**src/rtl/ui_bus_arbiter_if.sv**
```systemverilog
// One master-side bus into the UI arbiter, plus the shared UI device codes.
`ifndef UI_DEV_CODES_SV
`define UI_DEV_CODES_SV
`define UI_KEY  2'd0
`define UI_SW   2'd1
`define UI_LEDR 2'd2
`define UI_HEX  2'd3
`endif

interface ui_bus_arbiter_if #(
    parameter int unsigned DBITS = 32,
    parameter int unsigned ABITS = 32
) ();
    // request side, driven by the bus master
    logic             req;
    logic             we;
    logic [ABITS-1:0] addr;
    logic [DBITS-1:0] wdata;

    // response side, driven by the arbiter
    logic             gnt;
    logic             rvalid;
    logic [DBITS-1:0] rdata;
    logic             err;

    modport master (
        output req, we, addr, wdata,
        input  gnt, rvalid, rdata, err
    );

    modport slave (
        input  req, we, addr, wdata,
        output gnt, rvalid, rdata, err
    );
endinterface

```
**src/rtl/ui_bus_arbiter.sv**
```systemverilog
// Two-master round-robin arbiter in front of the single UI controller port.
// Each transaction takes IDLE -> ACCESS -> RESP; no overlap between masters.
module ui_bus_arbiter #(
    parameter int unsigned     DBITS     = 32,
    parameter int unsigned     ABITS     = 32,
    parameter logic [ABITS-1:0] HEX_ADDR  = ABITS'(32'hF000_0000),
    parameter logic [ABITS-1:0] LEDR_ADDR = ABITS'(32'hF000_0004),
    parameter logic [ABITS-1:0] KEY_ADDR  = ABITS'(32'hF000_0010),
    parameter logic [ABITS-1:0] SW_ADDR   = ABITS'(32'hF000_0014)
) (
    input  logic             clk,
    input  logic             reset,
    ui_bus_arbiter_if.slave  m0_if,
    ui_bus_arbiter_if.slave  m1_if,
    output logic             ui_wrtEn_o,
    output logic [1:0]       ui_dev_o,
    output logic [DBITS-1:0] ui_wdata_o,
    input  logic [DBITS-1:0] ui_rdata_i
);

    localparam int unsigned DEV_BITS = 2;

    typedef enum logic [1:0] {
        S_IDLE   = 2'd0,
        S_ACCESS = 2'd1,
        S_RESP   = 2'd2
    } state_e;

    // Decoded request: device code plus error flag
    typedef struct packed {
        logic                err;
        logic [DEV_BITS-1:0] dev;
    } decode_t;

    state_e                  state_q, state_d;
    logic                    last_q, last_d;
    logic                    owner_q, owner_d;
    logic                    we_q, we_d;
    logic                    err_q, err_d;
    logic [DEV_BITS-1:0]     ui_dev_q, ui_dev_d;
    logic [DBITS-1:0]        ui_wdata_q, ui_wdata_d;
    logic                    ui_wrten_q, ui_wrten_d;
    logic [1:0]              gnt_q, gnt_d;
    logic [1:0]              rvalid_q, rvalid_d;
    logic [1:0]              rerr_q, rerr_d;
    logic [1:0][DBITS-1:0]   rdata_q, rdata_d;

    logic                    winner_c;
    logic                    win_we_c;
    logic [ABITS-1:0]        win_addr_c;
    logic [DBITS-1:0]        win_wdata_c;
    decode_t                 win_dec_c;
    logic                    unused_addr_lsb_c;

    // Word-address decode; byte-offset bits never take part
    function automatic decode_t decode(input logic [ABITS-1:0] addr, input logic we);
        decode_t d;
        d.err = 1'b0;
        d.dev = `UI_KEY;
        if (addr[ABITS-1:2] == HEX_ADDR[ABITS-1:2]) begin
            d.dev = `UI_HEX;
        end else if (addr[ABITS-1:2] == LEDR_ADDR[ABITS-1:2]) begin
            d.dev = `UI_LEDR;
        end else if (addr[ABITS-1:2] == KEY_ADDR[ABITS-1:2]) begin
            d.dev = `UI_KEY;
            d.err = we;
        end else if (addr[ABITS-1:2] == SW_ADDR[ABITS-1:2]) begin
            d.dev = `UI_SW;
            d.err = we;
        end else begin
            d.err = 1'b1;
        end
        return d;
    endfunction

    // Round-robin pick: a lone requester wins, contention goes to the master that was not last
    always_comb begin
        if (m0_if.req && m1_if.req) begin
            winner_c = ~last_q;
        end else begin
            winner_c = m1_if.req;
        end
        win_we_c    = winner_c ? m1_if.we    : m0_if.we;
        win_addr_c  = winner_c ? m1_if.addr  : m0_if.addr;
        win_wdata_c = winner_c ? m1_if.wdata : m0_if.wdata;
        win_dec_c   = decode(win_addr_c, win_we_c);
    end

    assign unused_addr_lsb_c = ^{m0_if.addr[1:0], m1_if.addr[1:0]};

    // Next-state and registered-output logic for the transaction sequencer
    always_comb begin
        state_d    = state_q;
        last_d     = last_q;
        owner_d    = owner_q;
        we_d       = we_q;
        err_d      = err_q;
        ui_dev_d   = ui_dev_q;
        ui_wdata_d = ui_wdata_q;
        ui_wrten_d = 1'b0;
        gnt_d      = '0;
        rvalid_d   = '0;
        rerr_d     = '0;
        rdata_d    = '0;

        unique case (state_q)
            S_IDLE: begin
                if (m0_if.req || m1_if.req) begin
                    owner_d           = winner_c;
                    last_d            = winner_c;
                    we_d              = win_we_c;
                    err_d             = win_dec_c.err;
                    ui_dev_d          = win_dec_c.dev;
                    ui_wdata_d        = win_wdata_c;
                    gnt_d[winner_c]   = 1'b1;
                    ui_wrten_d        = win_we_c && !win_dec_c.err &&
                                        ((win_dec_c.dev == `UI_HEX) ||
                                         (win_dec_c.dev == `UI_LEDR));
                    state_d           = S_ACCESS;
                end
            end
            S_ACCESS: begin
                rvalid_d[owner_q] = 1'b1;
                rerr_d[owner_q]   = err_q;
                rdata_d[owner_q]  = (we_q || err_q) ? '0 : ui_rdata_i;
                state_d           = S_RESP;
            end
            S_RESP: begin
                state_d = S_IDLE;
            end
            default: begin
                state_d = S_IDLE;
            end
        endcase
    end

    // State and output registers, synchronous reset
    always_ff @(posedge clk) begin
        if (reset) begin
            state_q    <= S_IDLE;
            last_q     <= 1'b1;
            owner_q    <= 1'b0;
            we_q       <= 1'b0;
            err_q      <= 1'b0;
            ui_dev_q   <= '0;
            ui_wdata_q <= '0;
            ui_wrten_q <= 1'b0;
            gnt_q      <= '0;
            rvalid_q   <= '0;
            rerr_q     <= '0;
            rdata_q    <= '0;
        end else begin
            state_q    <= state_d;
            last_q     <= last_d;
            owner_q    <= owner_d;
            we_q       <= we_d;
            err_q      <= err_d;
            ui_dev_q   <= ui_dev_d;
            ui_wdata_q <= ui_wdata_d;
            ui_wrten_q <= ui_wrten_d;
            gnt_q      <= gnt_d;
            rvalid_q   <= rvalid_d;
            rerr_q     <= rerr_d;
            rdata_q    <= rdata_d;
        end
    end

    // The UI controller commits on the negedge inside ACCESS, so a reset raised
    // during ACCESS must suppress the write before that edge.
    assign ui_wrtEn_o = ui_wrten_q & ~reset;
    assign ui_dev_o   = ui_dev_q;
    assign ui_wdata_o = ui_wdata_q;

    assign m0_if.gnt    = gnt_q[0];
    assign m0_if.rvalid = rvalid_q[0];
    assign m0_if.err    = rerr_q[0];
    assign m0_if.rdata  = rdata_q[0];

    assign m1_if.gnt    = gnt_q[1];
    assign m1_if.rvalid = rvalid_q[1];
    assign m1_if.err    = rerr_q[1];
    assign m1_if.rdata  = rdata_q[1];

endmodule

```
**src/flat_wrapper.sv**
```systemverilog
// flat-port wrapper written by rule: the top's interface ports become plain ports
module ui_bus_arbiter_flat 
#(
    parameter int unsigned     DBITS     = 32,
    parameter int unsigned     ABITS     = 32,
    parameter logic [ABITS-1:0] HEX_ADDR  = ABITS'(32'hF000_0000),
    parameter logic [ABITS-1:0] LEDR_ADDR = ABITS'(32'hF000_0004),
    parameter logic [ABITS-1:0] KEY_ADDR  = ABITS'(32'hF000_0010),
    parameter logic [ABITS-1:0] SW_ADDR   = ABITS'(32'hF000_0014)
)
  (clk, reset, ui_wrtEn_o, ui_dev_o, ui_wdata_o, ui_rdata_i, m0_if_req, m0_if_we, m0_if_addr, m0_if_wdata, m0_if_gnt, m0_if_rvalid, m0_if_rdata, m0_if_err, m1_if_req, m1_if_we, m1_if_addr, m1_if_wdata, m1_if_gnt, m1_if_rvalid, m1_if_rdata, m1_if_err);
  ui_bus_arbiter_if #(.DBITS(DBITS), .ABITS(ABITS)) m0_if_i ();
  ui_bus_arbiter_if #(.DBITS(DBITS), .ABITS(ABITS)) m1_if_i ();
  input  logic clk;
  input  logic reset;
  output logic ui_wrtEn_o;
  output logic [1:0] ui_dev_o;
  output logic [DBITS-1:0] ui_wdata_o;
  input  logic [DBITS-1:0] ui_rdata_i;
  input wire logic [$bits(m0_if_i.req)-1:0] m0_if_req;
  input wire logic [$bits(m0_if_i.we)-1:0] m0_if_we;
  input wire logic [$bits(m0_if_i.addr)-1:0] m0_if_addr;
  input wire logic [$bits(m0_if_i.wdata)-1:0] m0_if_wdata;
  output wire logic [$bits(m0_if_i.gnt)-1:0] m0_if_gnt;
  output wire logic [$bits(m0_if_i.rvalid)-1:0] m0_if_rvalid;
  output wire logic [$bits(m0_if_i.rdata)-1:0] m0_if_rdata;
  output wire logic [$bits(m0_if_i.err)-1:0] m0_if_err;
  input wire logic [$bits(m1_if_i.req)-1:0] m1_if_req;
  input wire logic [$bits(m1_if_i.we)-1:0] m1_if_we;
  input wire logic [$bits(m1_if_i.addr)-1:0] m1_if_addr;
  input wire logic [$bits(m1_if_i.wdata)-1:0] m1_if_wdata;
  output wire logic [$bits(m1_if_i.gnt)-1:0] m1_if_gnt;
  output wire logic [$bits(m1_if_i.rvalid)-1:0] m1_if_rvalid;
  output wire logic [$bits(m1_if_i.rdata)-1:0] m1_if_rdata;
  output wire logic [$bits(m1_if_i.err)-1:0] m1_if_err;
  assign m0_if_i.req = m0_if_req;
  assign m0_if_i.we = m0_if_we;
  assign m0_if_i.addr = m0_if_addr;
  assign m0_if_i.wdata = m0_if_wdata;
  assign m0_if_gnt = m0_if_i.gnt;
  assign m0_if_rvalid = m0_if_i.rvalid;
  assign m0_if_rdata = m0_if_i.rdata;
  assign m0_if_err = m0_if_i.err;
  assign m1_if_i.req = m1_if_req;
  assign m1_if_i.we = m1_if_we;
  assign m1_if_i.addr = m1_if_addr;
  assign m1_if_i.wdata = m1_if_wdata;
  assign m1_if_gnt = m1_if_i.gnt;
  assign m1_if_rvalid = m1_if_i.rvalid;
  assign m1_if_rdata = m1_if_i.rdata;
  assign m1_if_err = m1_if_i.err;
  ui_bus_arbiter #(.DBITS(DBITS), .ABITS(ABITS), .HEX_ADDR(HEX_ADDR), .LEDR_ADDR(LEDR_ADDR), .KEY_ADDR(KEY_ADDR), .SW_ADDR(SW_ADDR)) u_core (.clk(clk), .reset(reset), .m0_if(m0_if_i), .m1_if(m1_if_i), .ui_wrtEn_o(ui_wrtEn_o), .ui_dev_o(ui_dev_o), .ui_wdata_o(ui_wdata_o), .ui_rdata_i(ui_rdata_i));
endmodule
```
**config.mk**
```make
export PLATFORM = sky130hd
export DESIGN_NAME = ui_bus_arbiter_flat
export DESIGN_NICKNAME = d
export VERILOG_FILES = /design/src/rtl/ui_bus_arbiter_if.sv /design/src/rtl/ui_bus_arbiter.sv /design/src/flat_wrapper.sv
export SDC_FILE = /design/constraint.sdc
export NUM_CORES = 1
export LEC_CHECK = 0
export ABC_CLOCK_PERIOD_IN_PS = 3700
export BUFFER_PORTS_ARGS = -buffer_cell sky130_fd_sc_hd__buf_4
export CAP_MARGIN = 20
export CORE_ASPECT_RATIO = 0.5
export CORE_MARGIN = 2
export CORE_UTILIZATION = 44
export DETAILED_ROUTE_END_ITERATION = 6
export PLACE_DENSITY = 0.85
export SLEW_MARGIN = 20
export SYNTH_ARGS = -nofsm -noshare
export SYNTH_HDL_FRONTEND = slang
export SYNTH_SLANG_ARGS = --single-unit
export TNS_END_PERCENT = 20
```
**constraint.sdc**
```tcl
create_clock -name clk -period 3.7 [get_ports clk]
set_input_delay 0.37 -clock clk [delete_from_list [all_inputs] [get_ports clk]]
set_output_delay 0.37 -clock clk [all_outputs]
set_load 0.02 [all_outputs]
```
==> results of run 1 <==
[cells by family after synthesis]
group           count (synthesis)  share of synthesized area
compound gates                 45                     0.0990
xor+xnor                        2                    0.00456
buf+inv                        33                     0.0426
flops                         111                      0.578
mux                             3                     0.0111
simple gates                  203                      0.265
[path summary, 6_finish.rpt]
kind	slack [ps]	depth (start not counted)	endpoint
worst max-delay path	1680	5	u_core.ui_wdata_o[3]$_SDFFE_PP0P_
worst min-delay path	260	2	u_core.m1_if.rdata[14]$_SDFF_PP0_
worst max register to register	1680	5	u_core.ui_wdata_o[3]$_SDFFE_PP0P_
worst min register to register	470	1	u_core.state_q[1]$_SDFFE_PP0P_
[metal layers]
| layer | wire length [microns] | vias up | part of all wire |
|---|---|---|---|
| met2 | 5760 | 142 | 0.49 |
| met5 | 0 | - | 0 |
| met3 | 798 | 18 | 0.068 |
| met1 | 4940 | 1756 | 0.42 |
| li1 | - | 1894 | - |
| met4 | 195 | 0 | 0.017 |
[where the power goes]
| part | switching [uW] | total (uW) | internal (uW) |
|---|---|---|---|
| Combinational | 256 | 495 | 240 |
| Sequential | 29.4 | 1280 | 1250 |
| Clock | 460 | 940 | 479 |
[area by class of cell]
type                       instances  area [sq um]  share of cell area
clock inverter                     7          72.6              0.0118
tap                              117           146              0.0238
timing repair buffer             270          2030               0.329
multi-input combinational        253          1470               0.238
sequential                       111          2220               0.361
clock buffer                       9           225              0.0365
[flip-flops by register name, summed over array words and instances (netlist names)]
name                flops
u_core.owner_q          1
u_core.ui_wdata_o      32
u_core.err_q            1
u_core.m0_if.rdata     32
u_core.rvalid_q         2
u_core.state_q          2
u_core.m1_if.rdata     32
u_core.rerr_q           2
u_core.we_q             1
u_core.last_q           1
u_core.gnt_q            2
u_core.ui_dev_o         2
u_core.ui_wrten_q       1
[layout by cell type (no fill, tap or decap), drive strengths merged, types with 4 or more instances in the layout]
master  count
inv         4
clkbuf      9
nor4        8
dfxtp     111
nand2      67
nand4       4
buf       270
and3       66
nor2       43
a311oi     34
[critical path, delay by kind of cell (launching register included)]
kind / cells / cell delay (ps)
AO/OA/AOI/OAI: 2 / 1000
buffers and inverters: 1 / 380
flip-flops: 1 / 330
AND/OR/NAND/NOR: 2 / 190
[per-stage QoR]
step	setup slack (ps)	instances	area (sq um)	total power [uW]
2_1_floorplan	2280	397	3840	1550
3_3_place_gp	1600	751	5860	1790
3_5_place_dp	1540	751	5860	1810
4_1_cts	1680	767	6160	2740
5_1_grt	1500	767	6160	2830
6_report	1680	767	6160	2720
==> reports/metrics.cfg, run 1 <==
[detailed_routing]
dr_total_vias=3810
drc=0
routed_wl_microns=11700
first_pass_iters=4
wl_per_cell_microns=15.2
drtAntennaViolNets=0
via_per_inst=4.97
drtIter0Drc=196

[synthesis]
synth-edff-count=0
syn-cell-area_sq_mm=0.00384
synth_area_leaders=dfxtp_1 (58%), and3_1 (11%), a311oi_1 (7.7%)
ys_top_cells_by_count=dfxtp_1 (111), nand2_1 (67), and3_1 (66), nor2_1 (43), a311oi_1 (34)
yosysTopAreaCellShare=0.578
avgSynthCellArea_sq_um=9.68
syn_inst=397
synthArstFlopShare=0
yosysTopAreaCell=dfxtp_1
yosysWarnings=0
syn-num-nets=563
ys_types=33
yosysMostFrequentCell=dfxtp_1
seq_area_frac_synth=0.578
synth-main-ff-cell=dfxtp_1
ys_seq_elements=111

[setup_path]
crit_path_end_kind=register
crit_top_cell=nor2_1
cpMaxStageDelayCell=o21a_2
timing.rr.start=u_core.state_q[1]$_SDFFE_PP0P_
start_kind=register
worstPathArrival_ps=2260
crit_chain=nor2_1 -> o21a_2 -> buf_4 -> nor2_1 -> a311oi_1
worst-path-max-fanout=49
crit_type=reg -> reg
worstPathRequired_ps=3940
worstSetupStartpoint=u_core.state_q[1]$_SDFFE_PP0P_
slowest_delay_ps=730

[grt]
grt_first_pass_wirelength_microns=18100
grt.met1_usage=0.300
grt_max_degree=65
grt_usage=0.245
grtUsageMet2=0.424
grt-busiest-layer=met2
antenna_found_initial=0
grt_pass1_vias=3610
grt_overflow=0
use_met3=0.0668

[place]
gp_congestion=0.934
numPortBuffers=266
post-dp-hpwl_microns=8670

[timing]
hold_viol_final=0
fin_tns_setup_ps=0
whs_ps=256
setup_viol=0
min_period_ps=2020
max_freq_ghz=0.494
relSlewSlack=0.302
clock_skew_ps=8.97
worstMarginPinSlew_ps=1050
slew_viol_final=0
rsz0062_at_grt=no
min_period_over_period=0.547

[power]
p_per_area_mw_per_mm2=441
max-vdd-ir-drop_v=0.000266
p_leak_uw=0.00317

[clocking]
holdBufCountCts=0
cts_setup_buffers=0
root_buffer=clkbuf_16
cts_sinks=111
cts_buffers=9
clock_latency_ps=340
cts_tree=built
post_cts_resized=0
clkTransAtPathRegs_ps=80
htree_levels=3
clockBufferDepth=2

[die]
die_w_microns=136
fp.dieH_microns=70.1
core_sq_mm=0.00859
rows=24
fp.dieArea_sq_mm=0.00954
io_pins=271
start_util=0.448

[final_layout]
final_nets=811
fillCellCount=682
drive_above_1_share=0.451
area_growth_pct=60.3
post-route-util=0.718
n_antenna_cell=0

[job]
drv_cap=0

[outcome]
outcome=finished clean

[worst_hold_path]
worstHoldPathType=in -> reg
min_from=ui_rdata_i[14]

Power figures use the tool's default switching activity.
==> run 2: changes to the inputs <==
ABC_CLOCK_PERIOD_IN_PS = 1900   (was 3700)
CORE_UTILIZATION = 41   (was 44)
PLACE_DENSITY = 0.8   (was 0.85)
clock period = 1.9 ns   (was 3.7 ns; I/O delays follow)
==> reports/metrics.cfg, run 2 (same netlist as run 1, synthesis figures left out) <==
[setup_path]
worstPathRequired_ps=2140  ; -1800 ps
timing.rr.start=u_core.state_q[1]$_SDFFE_PP0P_
worstPathArrival_ps=1800  ; -460 ps
crit_path_end_kind=register
start_kind=register
worstSetupStartpoint=u_core.state_q[1]$_SDFFE_PP0P_
crit_type=reg -> reg
worst-path-max-fanout=23  ; -53%

[timing]
clock_skew_ps=6.81  ; -2.15 ps
hold_viol_final=0  ; unchanged
relSlewSlack=0.607  ; +0.304
slew_viol_final=0  ; unchanged
max_freq_ghz=0.641  ; +30%
min_period_over_period=0.821  ; +0.274
rsz0062_at_grt=no
min_period_ps=1560  ; -463 ps
worstMarginPinSlew_ps=584  ; -463 ps
fin_tns_setup_ps=0  ; unchanged
setup_viol=0  ; unchanged

[power]
max-vdd-ir-drop_v=0.000507  ; +90%
switching_share=0.271  ; -0.00304
p_sw_uw=1450  ; +94%
p_int_uw=3890  ; +97%
clock_power_share=0.344  ; -0.002
p_comb_frac=0.187  ; +0.005
p_per_area_mw_per_mm2=856  ; +94%
p_seq_frac=0.468  ; -0.004
p_leak_uw=0.00321  ; +1.1%

[place]
post-dp-hpwl_microns=9060  ; +4.5%
gp_congestion=0.975  ; +4.4%
numPortBuffers=266  ; unchanged
placed_area_sq_mm=0.00594  ; +1.3%

[clocking]
clock_latency_ps=340  ; about the same
cts_tree=built
htree_levels=3  ; unchanged
root_buffer=clkbuf_16
clkTransAtPathRegs_ps=80  ; about the same
cts_buffers=9  ; unchanged
cts_setup_buffers=0  ; unchanged
clockBufferDepth=2  ; unchanged
holdBufCountCts=0  ; unchanged
post_cts_resized=0  ; unchanged
cts_sinks=111  ; unchanged

[detailed_routing]
wl_per_cell_microns=15.5  ; +1.5%
drc=0  ; unchanged
via_per_inst=4.97  ; about the same
routed_wl_microns=12000  ; +2.3%
drtAntennaViolNets=0  ; unchanged
dr_total_vias=3840  ; +0.79%
first_pass_iters=5  ; +1
drtIter0Drc=256  ; +31%

[job]
drv_cap=0  ; unchanged

[final_layout]
n_antenna_cell=0  ; unchanged
layout_commonest_cell=buf_4
area_growth_pct=62.3
drive_above_1_share=0.456  ; +0.00502
final_nets=817  ; +0.74%
final_cell_mix=buf_4 (274), dfxtp_1 (111), nand2_1 (67)
design_area_sq_mm=0.00624  ; +1.3%

[outcome]
outcome=finished clean

[die]
core_sq_mm=0.00892  ; +3.8%
fp.dieH_microns=72.5  ; +3.4%
fp.dieArea_sq_mm=0.0102  ; +7.0%
rows=24  ; unchanged
die_w_microns=141  ; +3.5%
start_util=0.431  ; -0.0166
io_pins=271  ; unchanged

[grt]
grt_overflow=0  ; unchanged
antenna_found_initial=0  ; unchanged
grt_usage=0.225  ; -0.0201
grt_pass1_vias=3669  ; +1.6%
grt_first_pass_wirelength_microns=18100  ; -0.15%
grt_max_degree=65  ; unchanged

[worst_hold_path]
min_from=ui_rdata_i[29]
worstHoldPathType=in -> reg

## run 2: worst max-delay path, stage by stage (launching register included)
cell and delay (ps):
dfxtp_1 330, nor2_1 140, o21a_2 420, buf_12 220
nor2_1 50, a311oi_1 290
## run 2: power groups by stage
stage                     logic, uW  clock network (uW)  registers [uW]
final                          1000                1840            2500
after global routing           1080                1980            2510
after CTS                      1000                1890            2500
after detailed placement       1000                   0            2560
after global placement          980                   0            2550
after floorplan                 341                   0            2680
## run 2: path summary, 6_finish.rpt
path / to / slack, ps / depth (start not counted)
max: u_core.ui_wdata_o[31]$_SDFFE_PP0P_ / 340 / 5
min: u_core.m0_if.rdata[29]$_SDFF_PP0_ / 70 / 2
max reg2reg: u_core.ui_wdata_o[31]$_SDFFE_PP0P_ / 340 / 5
min reg2reg: u_core.owner_q$_SDFFE_PP0P_ / 470 / 2
## run 2: final cells by class
| cell class | count | area, sq um |
|---|---|---|
| well taps | 117 | 146 |
| repair buffers | 276 | 2100 |
| multi-input cells | 253 | 1470 |
| clock buffers | 10 | 239 |
| fillers | 705 | 2680 |
| clock inverters | 6 | 61.3 |
| flip-flops and latches | 111 | 2220 |
## run 2: metrics by stage
stage          cells  setup WS, ps  hold slack (ps)  power, uW  utilization
2_1_floorplan    397           631              336       3020            -
3_3_place_gp     757           431              421       3530        0.666
4_1_cts          773           334             62.3       5390        0.700
5_1_grt          773           193             67.9       5570        0.700
3_5_place_dp     757           365              427       3560        0.666
6_report         773           340             74.9       5340        0.700
## run 2: metal layers
layer | wire length [microns] | part of all wire | GRT usage | vias to the layer above
li1 | - | - | - | 1904
met1 | 4990 | 0.42 | 0.265 | 1765
met2 | 5870 | 0.49 | 0.399 | 146
met3 | 841 | 0.070 | 0.0680 | 25
met4 | 252 | 0.021 | 0.0789 | 0
met5 | 0 | 0 | 0 | -
